`src/rtl/sdram_bist_gen.sv`:
```
// sdram_bist_gen: write/read-compare BIST for the SDRAM user port; define SDRAM_BIST_PRBS_EN for an LFSR data pattern
module sdram_bist_gen #(
    parameter int ADDR_W     = 22,
    parameter int DATA_W     = 16,
    parameter int BURST_LEN  = 2,
    parameter int NUM_BURSTS = 1024,
    parameter int RD_TIMEOUT = 1023
) (
    input  logic              clk,
    input  logic              rst_n,
    input  logic              init_done,
    input  logic              start,
    output logic [DATA_W-1:0] wr_data,
    output logic [ADDR_W-1:0] wr_addr,
    output logic              wr_valid,
    input  logic              wr_ready,
    output logic [ADDR_W-1:0] rd_addr,
    output logic              rd_avalid,
    input  logic              rd_aready,
    input  logic [DATA_W-1:0] rd_data,
    input  logic              rd_valid,
    output logic              rd_ready,
    output logic              busy,
    output logic              done,
    output logic              pass,
    output logic              timeout,
    output logic [15:0]       err_cnt,
    output logic [15:0]       burst_cnt
);
    typedef enum logic [2:0] {IDLE, WR, RD_REQ, RD_DATA, NEXT, DONE} state_t;
    localparam int WD_W = $clog2(RD_TIMEOUT + 1);
`ifdef SDRAM_BIST_PRBS_EN
    localparam int PW = 16;
    localparam logic [PW-1:0] SEED = 16'hACE1;
    function automatic logic [PW-1:0] adv(input logic [PW-1:0] l);
        return {l[0] ^ l[2] ^ l[3] ^ l[5], l[PW-1:1]};
    endfunction
`else
    localparam int PW = DATA_W;
    localparam logic [PW-1:0] SEED = '0;
    function automatic logic [PW-1:0] adv(input logic [PW-1:0] l);
        return l + PW'(1);
    endfunction
`endif
    function automatic logic [DATA_W-1:0] expand(input logic [PW-1:0] p);
        logic [DATA_W-1:0] r;
        for (int i = 0; i < DATA_W; i++) r[i] = p[i % PW];
        return r;
    endfunction

    state_t state, next;
    logic [PW-1:0] wpat, epat;
    logic [3:0] cnt;
    logic [WD_W-1:0] wd;
    logic [ADDR_W-1:0] addr;
    logic wr_hs, ra_hs, rd_hs, hs, last, active, expire, go;
    logic wr_valid_d, rd_avalid_d, rd_ready_d, busy_d, done_d, pass_d;

    assign wr_hs   = wr_valid & wr_ready;
    assign ra_hs   = rd_avalid & rd_aready;
    assign rd_hs   = rd_ready & rd_valid;
    assign hs      = wr_hs | ra_hs | rd_hs;
    assign last    = cnt == 4'(BURST_LEN - 1);
    assign active  = state inside {WR, RD_REQ, RD_DATA};
    assign expire  = active & ~hs & (wd == WD_W'(RD_TIMEOUT - 1));
    assign go      = (state == IDLE || state == DONE) & start & init_done;
    assign wr_data = expand(wpat);
    assign wr_addr = addr;
    assign rd_addr = addr;

    always_ff @(posedge clk) begin
        if (!rst_n) begin
            state     <= IDLE;
            wr_valid  <= 1'b0;
            rd_avalid <= 1'b0;
            rd_ready  <= 1'b0;
            busy      <= 1'b0;
            done      <= 1'b0;
            pass      <= 1'b0;
        end else begin
            state     <= next;
            wr_valid  <= wr_valid_d;
            rd_avalid <= rd_avalid_d;
            rd_ready  <= rd_ready_d;
            busy      <= busy_d;
            done      <= done_d;
            pass      <= pass_d;
        end
    end

    always_comb begin
        next = state;
        case (state)
            IDLE, DONE: next = go ? WR : state;
            WR:         next = (wr_hs & last) ? RD_REQ : WR;
            RD_REQ:     next = ra_hs ? RD_DATA : RD_REQ;
            RD_DATA:    next = (rd_hs & last) ? NEXT : RD_DATA;
            NEXT:       next = (burst_cnt == 16'(NUM_BURSTS - 1)) ? DONE : WR;
            default:    next = IDLE;
        endcase
        next = expire ? DONE : next;
    end

    always_comb begin
        wr_valid_d  = next == WR;
        rd_avalid_d = next == RD_REQ;
        rd_ready_d  = next == RD_DATA;
        busy_d      = next inside {WR, RD_REQ, RD_DATA, NEXT};
        done_d      = next == DONE;
        pass_d      = (next == DONE) & ~expire & ~timeout & (err_cnt == 16'd0);
    end

    always_ff @(posedge clk) begin
        if (!rst_n) begin
            wpat      <= '0;
            epat      <= '0;
            cnt       <= '0;
            wd        <= '0;
            addr      <= '0;
            err_cnt   <= '0;
            burst_cnt <= '0;
            timeout   <= 1'b0;
        end else begin
            wd  <= (state != next || hs || !active) ? '0 : wd + WD_W'(1);
            cnt <= (state != next) ? 4'd0 : (wr_hs | rd_hs) ? cnt + 4'd1 : cnt;
            if (go) begin
                wpat      <= SEED;
                epat      <= SEED;
                addr      <= '0;
                err_cnt   <= '0;
                burst_cnt <= '0;
                timeout   <= 1'b0;
            end else begin
                if (wr_hs) wpat <= adv(wpat);
                if (rd_hs) epat <= adv(epat);
                if (rd_hs && rd_data != expand(epat) && err_cnt != 16'hFFFF) err_cnt <= err_cnt + 16'd1;
                if (state == NEXT) begin
                    burst_cnt <= burst_cnt + 16'd1;
                    addr      <= addr + ADDR_W'(BURST_LEN);
                end
                if (expire) timeout <= 1'b1;
            end
        end
    end
endmodule

```
`config.mk`:
```
export PLATFORM = sky130hd
export DESIGN_NAME = sdram_bist_gen
export DESIGN_NICKNAME = d
export VERILOG_FILES = /design/src/rtl/sdram_bist_gen.sv
export SDC_FILE = /design/constraint.sdc
export NUM_CORES = 1
export LEC_CHECK = 0
export BUFFER_PORTS_ARGS = -buffer_cell sky130_fd_sc_hd__buf_2
export CAP_MARGIN = 5
export CORE_UTILIZATION = 54
export CTS_CLUSTER_SIZE = 25
export DETAILED_ROUTE_END_ITERATION = 12
export GPL_TIMING_DRIVEN = 0
export PLACE_DENSITY_LB_ADDON = 0.08
export REMOVE_ABC_BUFFERS = 1
export SKIP_CTS_REPAIR_TIMING = 1
export SYNTH_ARGS = -nofsm -noshare
export SYNTH_HDL_FRONTEND = slang
export SYNTH_SLANG_ARGS = --single-unit
```
`constraint.sdc`:
```
create_clock -name clk -period 2.6 [get_ports clk]
set_input_delay 0.52 -clock clk [delete_from_list [all_inputs] [get_ports clk]]
set_output_delay 0.52 -clock clk [all_outputs]
set_load 0.01 [all_outputs]
```
---- Word-level counts from Yosys, hierarchy flattened ----
Index checks and enable logic that the tools add are counted.
storage, ports and cells
  register bits after elaboration ......... 110
  input bits .............................. 23
  output and inout port bits .............. 99
  logic and storage cells ................. 78
cells by class
  add/sub/neg operators ................... 7
  equal/unequal tests ..................... 16
  muxes and demuxes ....................... 7
  bitwise operators ....................... 19
  reduce and logical (&&, ||, !) cells .... 14
operators with widths
  cell                                                                count
  16-bit by 1-bit adder with 16-bit output (second input constant)    4
  22-bit by 2-bit adder with 22-bit output (second input constant)    1
  16-bit by 10-bit == test with 1-bit output (second input constant)  1
  16-bit zero test                                                    1
  16-bit != test                                                      1
  16-bit != test (second input constant)                              1
  3-bit case mux with 5 select lines                                  1
  1-bit bitwise AND                                                   12
  3-bit by 2-bit == test with 1-bit output (second input constant)    4
  3-bit == test (second input constant)                               4
  3-bit 2-to-1 mux                                                    4
  10-bit by 1-bit adder with 10-bit output (second input constant)    1
  10-bit == test (second input constant)                              1
  2-bit OR reduction                                                  4
  3-bit by 1-bit == test with 1-bit output (second input constant)    2
  4-bit by 1-bit adder with 4-bit output (second input constant)      1
  4-bit by 1-bit == test with 1-bit output (second input constant)    1
  1-bit NOT                                                           4
  4-bit nonzero test                                                  1
  3-bit zero test                                                     1
  1-bit logical OR                                                    3
  3-bit != test                                                       1
  1-bit bitwise OR                                                    3
  3-bit nonzero test                                                  1
  other kinds (4)                                                     5

---- Longest topological paths before layout ----
Gate-level depths: netlist of the first run.
  depth in word-level cells ............... 11
  gate-level depth with buffers ........... 10
  depth with buffers taken out ............ 10

---- Worst setup path after synthesis of the first run ----
Ideal clock, no wire load.
  path type ............................... input-to-reg
  start point ............................. input port rd_valid
  end point ............................... register wd[2]
  setup time .............................. 0.117 ns
  arrival time ............................ 2.177 ns
  required time ........................... 2.483 ns
  slack ................................... 0.306 ns
  stages on the path ...................... 7
  buffers on the path ..................... 1
  cells stage by stage .................... a22o_4 -> a2111o_1 -> or4_4 -> nand4_1 -> a211o_2 -> buf_2 -> nor2_1
on the way
  cells in the longest elaborated chain, start to end .. 10
  elaborated cells between the ends (all ways) .. 13
  classes of those cells .................. 1 x eq/ne; 3 x mux; 6 x bitwise; 3 x reduce/logical
RTL lines
  item                                                                                        line  RTL
  from (decl)                                                                                 21    input logic rd_valid,
  1-bit bitwise AND (*)                                                                       61    assign rd_hs = rd_ready & rd_valid;
  parallel branches: the longest is 6 deep, another holds 3-bit case mux with 5 select lines  -
  1-bit logical OR (*) (2 in series)                                                          124   wd <= (state != next || hs || !active) ? '0 : wd + WD_W'(1);
  2-bit OR reduction (no source line) (*)                                                     -
  to (signal assigned)                                                                        124
  to (decl)                                                                                   54    logic [WD_W-1:0] wd;
Mark *: on every way between the ends.
A chain may end at the register's enable or synchronous reset.

---- Worst setup path in the final report of the first run ----
  start point ............................. register cnt[0]
  end point ............................... register pass
on the way
  cells in the longest elaborated chain, start to end .. 9
  elaborated cells between the ends (all ways) .. 11
  classes of those cells .................. 2 x eq/ne; 4 x mux; 5 x bitwise
RTL lines
  item                                                  line    RTL
  from (decl)                                           53      logic [3:0] cnt;
  from (signal assigned)                                125     cnt <= (state != next) ? 4'd0 : (wr_hs | rd_hs) ? cnt + 4'd1 : cnt;
  4-bit by 1-bit == test with 1-bit output (*)          63      assign last = cnt == 4'(BURST_LEN - 1);
  1-bit bitwise AND (on tied branches)                  97, 95
  3-bit 2-to-1 mux or 2-bit 2-to-1 mux (tied branches)  97, 95
  3-bit case mux with 5 select lines (*)                93      case (state)
  3-bit 2-to-1 mux (*)                                  101     next = expire ? DONE : next;
  3-bit == test (*)                                     110     pass_d = (next == DONE) & ~expire & ~timeout & (err_cnt == 16'd0);
  1-bit bitwise AND (*) (3 in series)                   110
  to (signal assigned)                                  87      pass <= pass_d;
  to (decl)                                             25      output logic pass,
Mark *: on every way between the ends. The rest lies on a longest branch, timed or not.

==> results of run 1 <==
through the flow:
stage / area, um2 / TNS, ps / util [%]
finish: 6080 / 0 / 65.2
global route: 6070 / 0 / 65.1
CTS: 6040 / -221 / 64.8
detailed placement: 5810 / -644 / 62.3
global placement: 5750 / -470500 / 61.7
floorplan: 5000 / -241960 / -
critical path: stages (launching register included):
cell	delay [ps]
dfxtp_1	410
ha_1	160
nor3b_1	450
o21ai_0	240
a311oi_1	460
nand2_1	120
nand2_2	110
inv_2	40
and2_4	150
and3_1	130
cells in the final DEF (no fill, tap or decap), types with 9 or more instances in the layout:
| master | synthesis | routed |
|---|---|---|
| a21oi_1 | 14 | 14 |
| and3_1 | 25 | 25 |
| buf_2 | 2 | 119 |
| clkbuf_8 | 0 | 10 |
| dfxtp_1 | 109 | 109 |
| ha_1 | 10 | 10 |
| inv_1 | 15 | 15 |
| nand2_1 | 47 | 46 |
| nand3_1 | 35 | 35 |
| nand4_1 | 20 | 20 |
| nor2_1 | 97 | 97 |
| nor3_1 | 10 | 10 |
| nor4_1 | 14 | 13 |
| o21ai_0 | 10 | 9 |
| xnor2_1 | 24 | 24 |
| xor2_1 | 70 | 70 |
state kept, by name, indices dropped and copies added, names as in the netlist:
signal     cells
rd_addr       21
burst_cnt     16
epat          16
err_cnt       16
wr_data       16
wd            10
cnt            4
state          3
busy           1
done           1
pass           1
rd_avalid      1
rd_ready       1
timeout        1
wr_valid       1
path summary, 6_finish.rpt:
kind / depth (start not counted) / end / startpoint / slack (ps)
setup / recovery: 9 / pass / cnt[0] / 240
hold / removal: 3 / state[0] / rst_n / 480
setup reg to reg: 9 / pass / cnt[0] / 240
hold reg to reg: 1 / wd[0] / wd[0] / 490
power by group:
group / internal (uW) / switching, uW
clock network: 576 / 569
logic: 48.3 / 74.7
registers: 1670 / 8.91
layer usage:
layer,up-vias,share of wire (%),GRT usage (%)
met1,2014,47,27.5
met3,5,4.5,5.41
li1,2246,-,-
met4,0,0.61,4.57
met5,-,0,0
met2,93,48,35.9
cell type report:
class                   instances  area, um2  share of cell area, %
inverters                      16       60.1                  0.988
clock inverters                 6       92.6                   1.52
clock buffers                  10        138                   2.26
diodes                          1       2.50                 0.0412
flip-flops and latches        109       2180                   35.9
repair buffers                124        666                   11.0
well taps                     129        161                   2.66
multi-input cells             444       2780                   45.7
cell families after synthesis:
group                      count (synthesis)
AOI/OAI and AO/OA                         45
xor gates and xnor gates                  94
adders and majority gates                 10
buffers and inverters                     58
DFF                                      109
muxes                                      5
other                                      1
and+or+nand+nor                          288
Yosys cell counts, types with 2 or more instances:
cell,instances,area [um2]
o211ai_1,3,22.5
nand2_1,47,176
mux2i_1,5,50.1
nor3_1,10,50.1
inv_1,15,56.3
and2_1,4,25.0
nand3_1,35,175
nor2_1,97,364
a21oi_1,14,70.1
nor2b_1,2,12.5
o41ai_1,2,17.5
nor3b_1,2,15.0
clkbuf_1,15,56.3
o311ai_0,2,17.5
xnor2_1,24,210
buf_4,23,173
o21ai_0,10,50.1
a31oi_1,3,18.8
dfxtp_1,109,2180
and4_1,5,43.8
or3_1,6,37.5
ha_1,10,125
nand4_1,20,125
nor4_1,14,87.6
or4_1,6,45.0
buf_2,2,10.0
or2_2,2,12.5
and3_1,25,156
o31ai_1,3,22.5
xor2_1,70,613
==> summary.md, run 1 <==
| Metric | Value |
|---|---|
| Outcome | `finished clean` |
| Port Buffer Count | `between 100 and 150` |
| Post-synthesis mux area share | `0.954%` |
| Vias/cell | `around 5.2` |
| Post-Synth Simple-Gate Area | `27.6%` |
| Final setup viols | `0` |
| Startpoint type of the worst setup path | `flip-flop` |
| Layout cells sized above 1 | `22.3%` |
| Crit path max fanout | `5` |
| Tmin final | `2360 ps` |
| Largest family of logic cells by synthesized area | `simple AND/OR/NAND/NOR gates` |
| Power, Total | `about 3000 uW` |
| Layout overhead on the synthesized area | `15.8%` |
| Placer Congestion | `0.783` |
| Die H | `around 100 um` |
| CTS sink cnt | `109` |
| Fin cells | `839` |
| Adder-cell share of the synthesized area | `between 2 and 2.5%` |
| Peak supply drop | `0.000243 V` |
| WP data arrival | `2630 ps` |
| Routed WL per cell | `12.8 um` |
| Post-synthesis compound-gate area fraction | `about 5.7%` |
| Fillers | `~840` |
| Detail Placement HPWL | `7.84 mm` |
| Synthesized flop and latch total | `~110` |
| Post-synth EDFFs | `0` |
| Die X | `101 um` |
| Pre-CTS setup slack | `-166 ps` |
| Largest net degree at the start of global routing | `41` |
| GR Util All Layers | `21.3%` |
| Dominant synthesized flop cell | `dfxtp_1` |
| Max Freq | `roughly 420 MHz` |
| H-tree Lvls | `3` |
| Share of synthesized registers carrying an async set or reset | `0%` |
| Post-Route WL | `roughly 11 mm` |
| Type of the worst min-delay path | `primary input to flip-flop` |
| Nets@finish | `737` |
| # placed instances | `819` |
| TritonCTS buffer count | `9` |
| First-pass GRT wire length | `17.5 mm` |
| Sequential area share after synthesis | `roughly two fifths` |
| XOR/XNOR share of the synthesized area | `15.7%` |
| DRC errors left | `0` |
| Total number of vias | `roughly 4,400` |
| Slew headroom | `59.8%` |
| P per Cell Area | `486 nW/um2` |
| FP Rows | `35` |
| Unrepaired setup endpoints after global routing | `false` |
| Crit Path Category | `flip-flop to flip-flop` |
| Worst-path clk slew | `100 ps` |
| Grt total ovfl | `0` |
| Syn_area_per_cell | `approximately 8.6 um2` |
| Max Buffers Root-to-Sink | `2` |
| Warnings, synthesis | `0` |
| Yosys cell types | `55` |
| Tcrit/Tclk final | `approximately 91%` |
| Io pins | `122` |
| Initial antenna violation count | `0` |
| Pre-antenna DRT Iters | `4` |
| WP data required | `2870 ps` |
| Syn Inst Count | `610` |
| Max-cap violations | `0` |
| Hold Vio Cnt, Final | `0` |
| Slew Viols, Final | `0` |
| Setup ws final | `238 ps` |
| CTS tree | `yes` |
| Final hold slack | `482 ps` |
| Vias in the first global route | `around 3,800` |
| Pleak | `0.00265 uW` |
| CP endpoint kind | `flip-flop` |
| 1st-iter DRT viols | `118` |
| Clock root buffer master | `clkbuf_8` |
| Worst-Skew Late Latency | `about 370 ps` |
| Final clock skew | `16.6 ps` |
| Initial Util | `56.3%` |
| Cell area after synthesis | `5250 um2` |
| CORE AREA | `9330 um2` |
| Die area | `10,100 um2` |
| Routed Antenna Nets | `0` |
| Worst Tran Pin Value | `597 ps` |
Power figures use the tool's default switching activity.
==> run 2: changes to the inputs <==
--- a/config.mk
+++ b/config.mk
@@ -7,6 +7,7 @@
 export LEC_CHECK = 0
 export BUFFER_PORTS_ARGS = -buffer_cell sky130_fd_sc_hd__buf_2
 export CAP_MARGIN = 5
+export CORE_ASPECT_RATIO = 1.4
 export CORE_UTILIZATION = 54
 export CTS_CLUSTER_SIZE = 25
 export DETAILED_ROUTE_END_ITERATION = 12
==> summary.md, run 2 (same netlist as run 1, synthesis figures left out) <==
| Metric | Value |
|---|---|
| Max-cap violations | `0` |
| GR Util All Layers | `22.4%` |
| WP data arrival | `2620 ps` |
| Crit-path slowest cell | `or4_1` |
| Worst-path clk slew | `70 ps` |
| Pleak | `0.00270 uW` |
| Worst Tran Pin Value | `~750 ps` |
| Setup ws final | `approximately 250 ps` |
| Max reg flops | `21` |
| Hold Vio Cnt, Final | `0` |
| Final clock skew | `5.84 ps` |
| Final core occ | `64.7%` |
| Tmin final | `2350 ps` |
| CTS sink cnt | `109` |
| Slew Viols, Final | `0` |
| Max Freq | `425 MHz` |
| Layout overhead on the synthesized area | `16.7%` |
| Vias/cell | `between 5 and 6` |
| Crit Path Category | `flip-flop to flip-flop` |
| CTS tree | `yes` |
| WP data required | `2870 ps` |
| Antenna diodes | `0` |
| FP Rows | `42` |
| Port Buffer Count | `119` |
| Hold Path Cell Cnt | `1` |
| Type of the worst min-delay path | `flip-flop to flip-flop` |
| H-tree Lvls | `3` |
| Max Buffers Root-to-Sink | `2` |
| Placed Area | `about 5800 um2` |
| Largest net degree at the start of global routing | `34` |
| Routed Antenna Nets | `0` |
| Final setup viols | `0` |
| Final instance area | `6120 um2` |
| Layout cells sized above 1 | `roughly 22%` |
| CORE AREA | `9460 um2` |
| Initial Util | `55.5%` |
| Worst reg-to-reg path cell count | `6` |
| Placer Congestion | `0.821` |
| Unrepaired setup endpoints after global routing | `false` |
| Most frequent cells in the layout | `buf_2, dfxtp_1, nor2_1, xor2_1, nand2_1` |
| P per Cell Area | `519 nW/um2` |
| Grt total ovfl | `0` |
| Die X | `85.3 um` |
| 1st-iter DRT viols | `146` |
| Routed WL per cell | `13.3 um` |
| Peak supply drop | `0.000321 V` |
| Max incr delay on CP | `between 500 and 600 ps` |
| CP endpoint kind | `flip-flop` |
| Io pins | `122` |
| Fillers | `between 800 and 900` |
| Post-Route WL | `10.9 mm` |
| First-pass GRT wire length | `18.5 mm` |
| Nets@finish | `around 740` |
| Outcome | `finished clean` |
| TritonCTS buffer count | `9` |
| Slew headroom | `49.9%` |
| Tcrit/Tclk final | `approximately nine tenths` |
| Vias in the first global route | `4,080` |
| Most used cell, CP | `and4_1` |
| Detail Placement HPWL | `7.89 mm` |
| Die area | `10,100 um2` |
| Die H | `roughly 120 um` |
| Initial antenna violation count | `0` |
| Clock root buffer master | `clkbuf_16` |
| Pre-antenna DRT Iters | `4` |
| Pre-CTS setup slack | `-88.9 ps` |
| Startpoint type of the worst setup path | `flip-flop` |
| CP cell instances | `and4_1, and4_1, a31oi_2, nand2_2, or4_1, a21oi_1` |
| Total number of vias | `4,413` |
| DRC errors left | `0` |
| Worst-Skew Late Latency | `around 340 ps` |
| Most common cell after layout, fill and taps aside | `buf_2` |
| Crit path max fanout | `17` |
==> run 2: area by class of cell <==
| class | count | area (um2) | area share [%] |
|---|---|---|---|
| Clock inverter | 6 | 62.6 | 1.02 |
| Multi-Input combinational cell | 444 | 2780 | 45.3 |
| Tap cell | 110 | 138 | 2.25 |
| Clock buffer | 10 | 239 | 3.90 |
| Sequential cell | 109 | 2180 | 35.6 |
| Inverter | 16 | 60.1 | 0.981 |
| Timing Repair Buffer | 124 | 666 | 10.9 |
==> run 2: per-layer routing <==
layer,vias to the layer above,track usage [%],part of all wire [%]
li1,2237,-,-
met1,2053,26.7,43
met2,111,39.5,50
met3,12,3.63,4.9
met4,0,9.17,1.6
met5,-,0,0
==> run 2: final timing paths <==
path	from	endpoint	slack (ps)
hold / removal	wd[0]	wd[0]	470
hold reg to reg	wd[0]	wd[0]	470
setup / recovery	err_cnt[8]	err_cnt[15]	250
setup reg to reg	err_cnt[8]	err_cnt[15]	250
==> run 2: critical path: cells and delay by family, from the launching register on <==
family             cells  cell delay [ps]
AOI/OAI and AO/OA      2              550
DFF                    1              370
and+or+nand+nor        4             1360
==> run 2: through the flow <==
stage | hold slack, ps | setup TNS, ps | total power, uW | cells
final | 474 | 0 | 3180 | 819
after global routing | 491 | 0 | 3300 | 819
after CTS | 472 | -365 | 3220 | 816
after detailed placement | 465 | -964 | 1850 | 800
after global placement | 461 | -483160 | 1830 | 798
after floorplan | 441 | -241960 | 1790 | 569
==> run 2: power breakdown <==
part           leakage (uW)  internal (uW)  switching (uW)  total, uW
clock network      0.000152            772             601       1370
registers          0.000878           1670            9.11       1680
logic               0.00167           48.3            74.6        123
total               0.00270           2490             685       3180
==> run 3: changes to the inputs <==
--- a/config.mk
+++ b/config.mk
@@ -5,10 +5,11 @@
 export SDC_FILE = /design/constraint.sdc
 export NUM_CORES = 1
 export LEC_CHECK = 0
+export ABC_AREA = 1
 export BUFFER_PORTS_ARGS = -buffer_cell sky130_fd_sc_hd__buf_2
 export CAP_MARGIN = 5
 export CORE_ASPECT_RATIO = 1.4
-export CORE_UTILIZATION = 54
+export CORE_UTILIZATION = 55
 export CTS_CLUSTER_SIZE = 25
 export DETAILED_ROUTE_END_ITERATION = 12
 export GPL_TIMING_DRIVEN = 0
==> summary.md, run 3 <==
| Metric | Value |
|---|---|
| Sequential area share after synthesis | `38.7%` |
| R2r startpoint | `state[2]` |
| Dominant synthesized flop cell | `dfxtp_1` |
| Pleak | `0.00279 uW` |
| Setup TNS | `0 ps` |
| Pre-antenna DRT Iters | `4` |
| Die X | `roughly 88 um` |
| CTS sink cnt | `109` |
| Most common cell in the synthesized netlist | `nand2_1` |
| Largest net degree at the start of global routing | `36` |
| Slew Viols, Final | `0` |
| Io pins | `122` |
| Leading area contributor after synthesis | `dfxtp_1` |
| H-tree Lvls | `3` |
| Worst R2R Setup Slack | `310 ps` |
| Post-synth top cells | `nand2_1, dfxtp_1, nor2_1` |
| Worst Tran Pin Value | `591 ps` |
| Reg-to-Reg End | `burst_cnt[4]` |
| DRC errors left | `0` |
| Vias in the first global route | `4,741` |
| Startpoint type of the worst setup path | `flip-flop` |
| GR Util All Layers | `23.7%` |
| Final clock skew | `5.93 ps` |
| P per Cell Area | `528 nW/um2` |
| First-pass GRT wire length | `20.4 mm` |
| Power, Total | `3450 uW` |
| CORE AREA | `9950 um2` |
| TritonCTS buffer count | `9` |
| Routed WL per cell | `12.0 um` |
| Share of the synthesized area in the top cell type | `38.7%` |
| FP Rows | `43` |
| Post-synth EDFFs | `0` |
| Worst-path clk slew | `~70 ps` |
| Grt total ovfl | `0` |
| 1st-iter DRT viols | `181` |
| Peak supply drop | `0.000342 V` |
| Detail Placement HPWL | `approximately 9 mm` |
| Nets@finish | `911` |
| HP Start | `wd[0]` |
| Final instance area | `6540 um2` |
| Max incr delay on CP | `640 ps` |
| Synthesized flop and latch total | `109` |
| Most common cell after layout, fill and taps aside | `nand2_1` |
| Post-Route WL | `12.3 mm` |
| Placed Area | `6190 um2` |
| Clock root buffer master | `clkbuf_16` |
| Tmin final | `2290 ps` |
| Slew headroom | `between 60% and 70%` |
| Yosys cell types | `36` |
| Most used cell, CP | `nand2_1` |
| Final setup viols | `0` |
| Setup crit start | `state[2]` |
| Worst reg-to-reg path cell count | `7` |
| CTS tree | `yes` |
| Antenna diodes | `0` |
| Type of the worst min-delay path | `flip-flop to flip-flop` |
| CP endpoint kind | `flip-flop` |
| CP cell instances | `nand3_1, nand2_1, nand2_1, nand2_2, clkinvlp_4, o21ai_0, a21oi_1` |
| Placer Congestion | `0.873` |
| Die area | `10,700 um2` |
| Crit path max fanout | `30` |
| Most frequent cells in the layout | `nand2_1, buf_2, dfxtp_1, nor2_1, inv_1` |
| WP data arrival | `2520 ps` |
| Share of synthesized registers carrying an async set or reset | `0%` |
| WP data required | `2830 ps` |
| Port Buffer Count | `119` |
| Layout overhead on the synthesized area | `16.0%` |
| Hold EP | `wd[0]` |
| Warnings, synthesis | `0` |
| Vias/cell | `5.12` |
| Unrepaired setup endpoints after global routing | `false` |
| Die H | `122 um` |
| Crit Path Category | `flip-flop to flip-flop` |
| Syn_area_per_cell | `about 7.2 um2` |
| Max Freq | `437 MHz` |
| Max Buffers Root-to-Sink | `2` |
| Initial Util | `~57%` |
| Hold Path Cell Cnt | `1` |
| Tcrit/Tclk final | `87.9%` |
| Layout cells sized above 1 | `18.6%` |
| Max-cap violations | `0` |
| Syn Inst Count | `784` |
| Outcome | `finished clean` |
| Final core occ | `65.7%` |
| Max reg flops | `21` |
| Cell area after synthesis | `5640 um2` |
| Hold Vio Cnt, Final | `0` |
| Routed Antenna Nets | `0` |
| Total number of vias | `5,214` |
| Crit-path slowest cell | `clkinvlp_4` |
| Top area cells in the synthesized netlist | `dfxtp_1, nand2_1, nor2_1` |
| Initial antenna violation count | `0` |
| Worst-Skew Late Latency | `340 ps` |
-- run 3: layout make-up --
class / instances / area (um2)
Inverter: 83 / 318
Clock inverter: 6 / 110
Tap cell: 135 / 169
Sequential cell: 109 / 2180
Fill cell: 908 / 3410
Timing Repair Buffer: 120 / 616
Multi-Input combinational cell: 555 / 2910
Clock buffer: 10 / 239
-- run 3: logic make-up (layout without fill, tap and decap cells) --
group | count (synthesis) | after routing | synth area share (%)
other | 1 | 2 | 0.0665
AND/OR/NAND/NOR | 397 | 397 | 32.1
flip-flops | 109 | 109 | 38.7
AO/OA/AOI/OAI | 92 | 92 | 8.66
buffers and inverters | 121 | 219 | 9.88
XOR/XNOR | 54 | 54 | 8.39
adder cells (fa/ha/maj) | 10 | 10 | 2.22
-- run 3: critical path, delay by kind of cell (launching register included) --
kind            cells  cell delay, ps
compound gates      2             340
buf+inv             1             640
flops               1             450
simple gates        4             710
-- run 3: power breakdown --
group / total (uW) / internal (uW) / switching (uW)
logic: 185 / 65.2 / 120
registers: 1690 / 1680 / 9.42
clock network: 1580 / 966 / 614
-- run 3: routing by layer --
layer  GRT usage (%)  part of all wire (%)
met2            44.4                    52
met3            4.61                   4.4
met1            26.9                    43
met5               0                     0
met4            6.45                  0.78
-- run 3: stage by stage --
| stage | cells | worst slack (ps) | hold WS [ps] |
|---|---|---|---|
| global placement | 1001 | -1420 | 447 |
| finish | 1018 | 314 | 463 |
| detailed placement | 1002 | 50.7 | 455 |
| CTS | 1018 | 104 | 468 |
| global route | 1018 | 85.1 | 484 |
| floorplan | 747 | 70.7 | 430 |
-- run 3: how the worst max path moves through the flow --
| stage | endpoint | cells after the start |
|---|---|---|
| 2_1_floorplan | rd_addr[8] | 7 |
| 3_3_place_gp | burst_cnt[12] | 8 |
| 3_5_place_dp | burst_cnt[4] | 8 |
| 4_1_cts | burst_cnt[4] | 8 |
| 5_1_grt | epat[9] | 7 |
| 6_report | burst_cnt[4] | 7 |
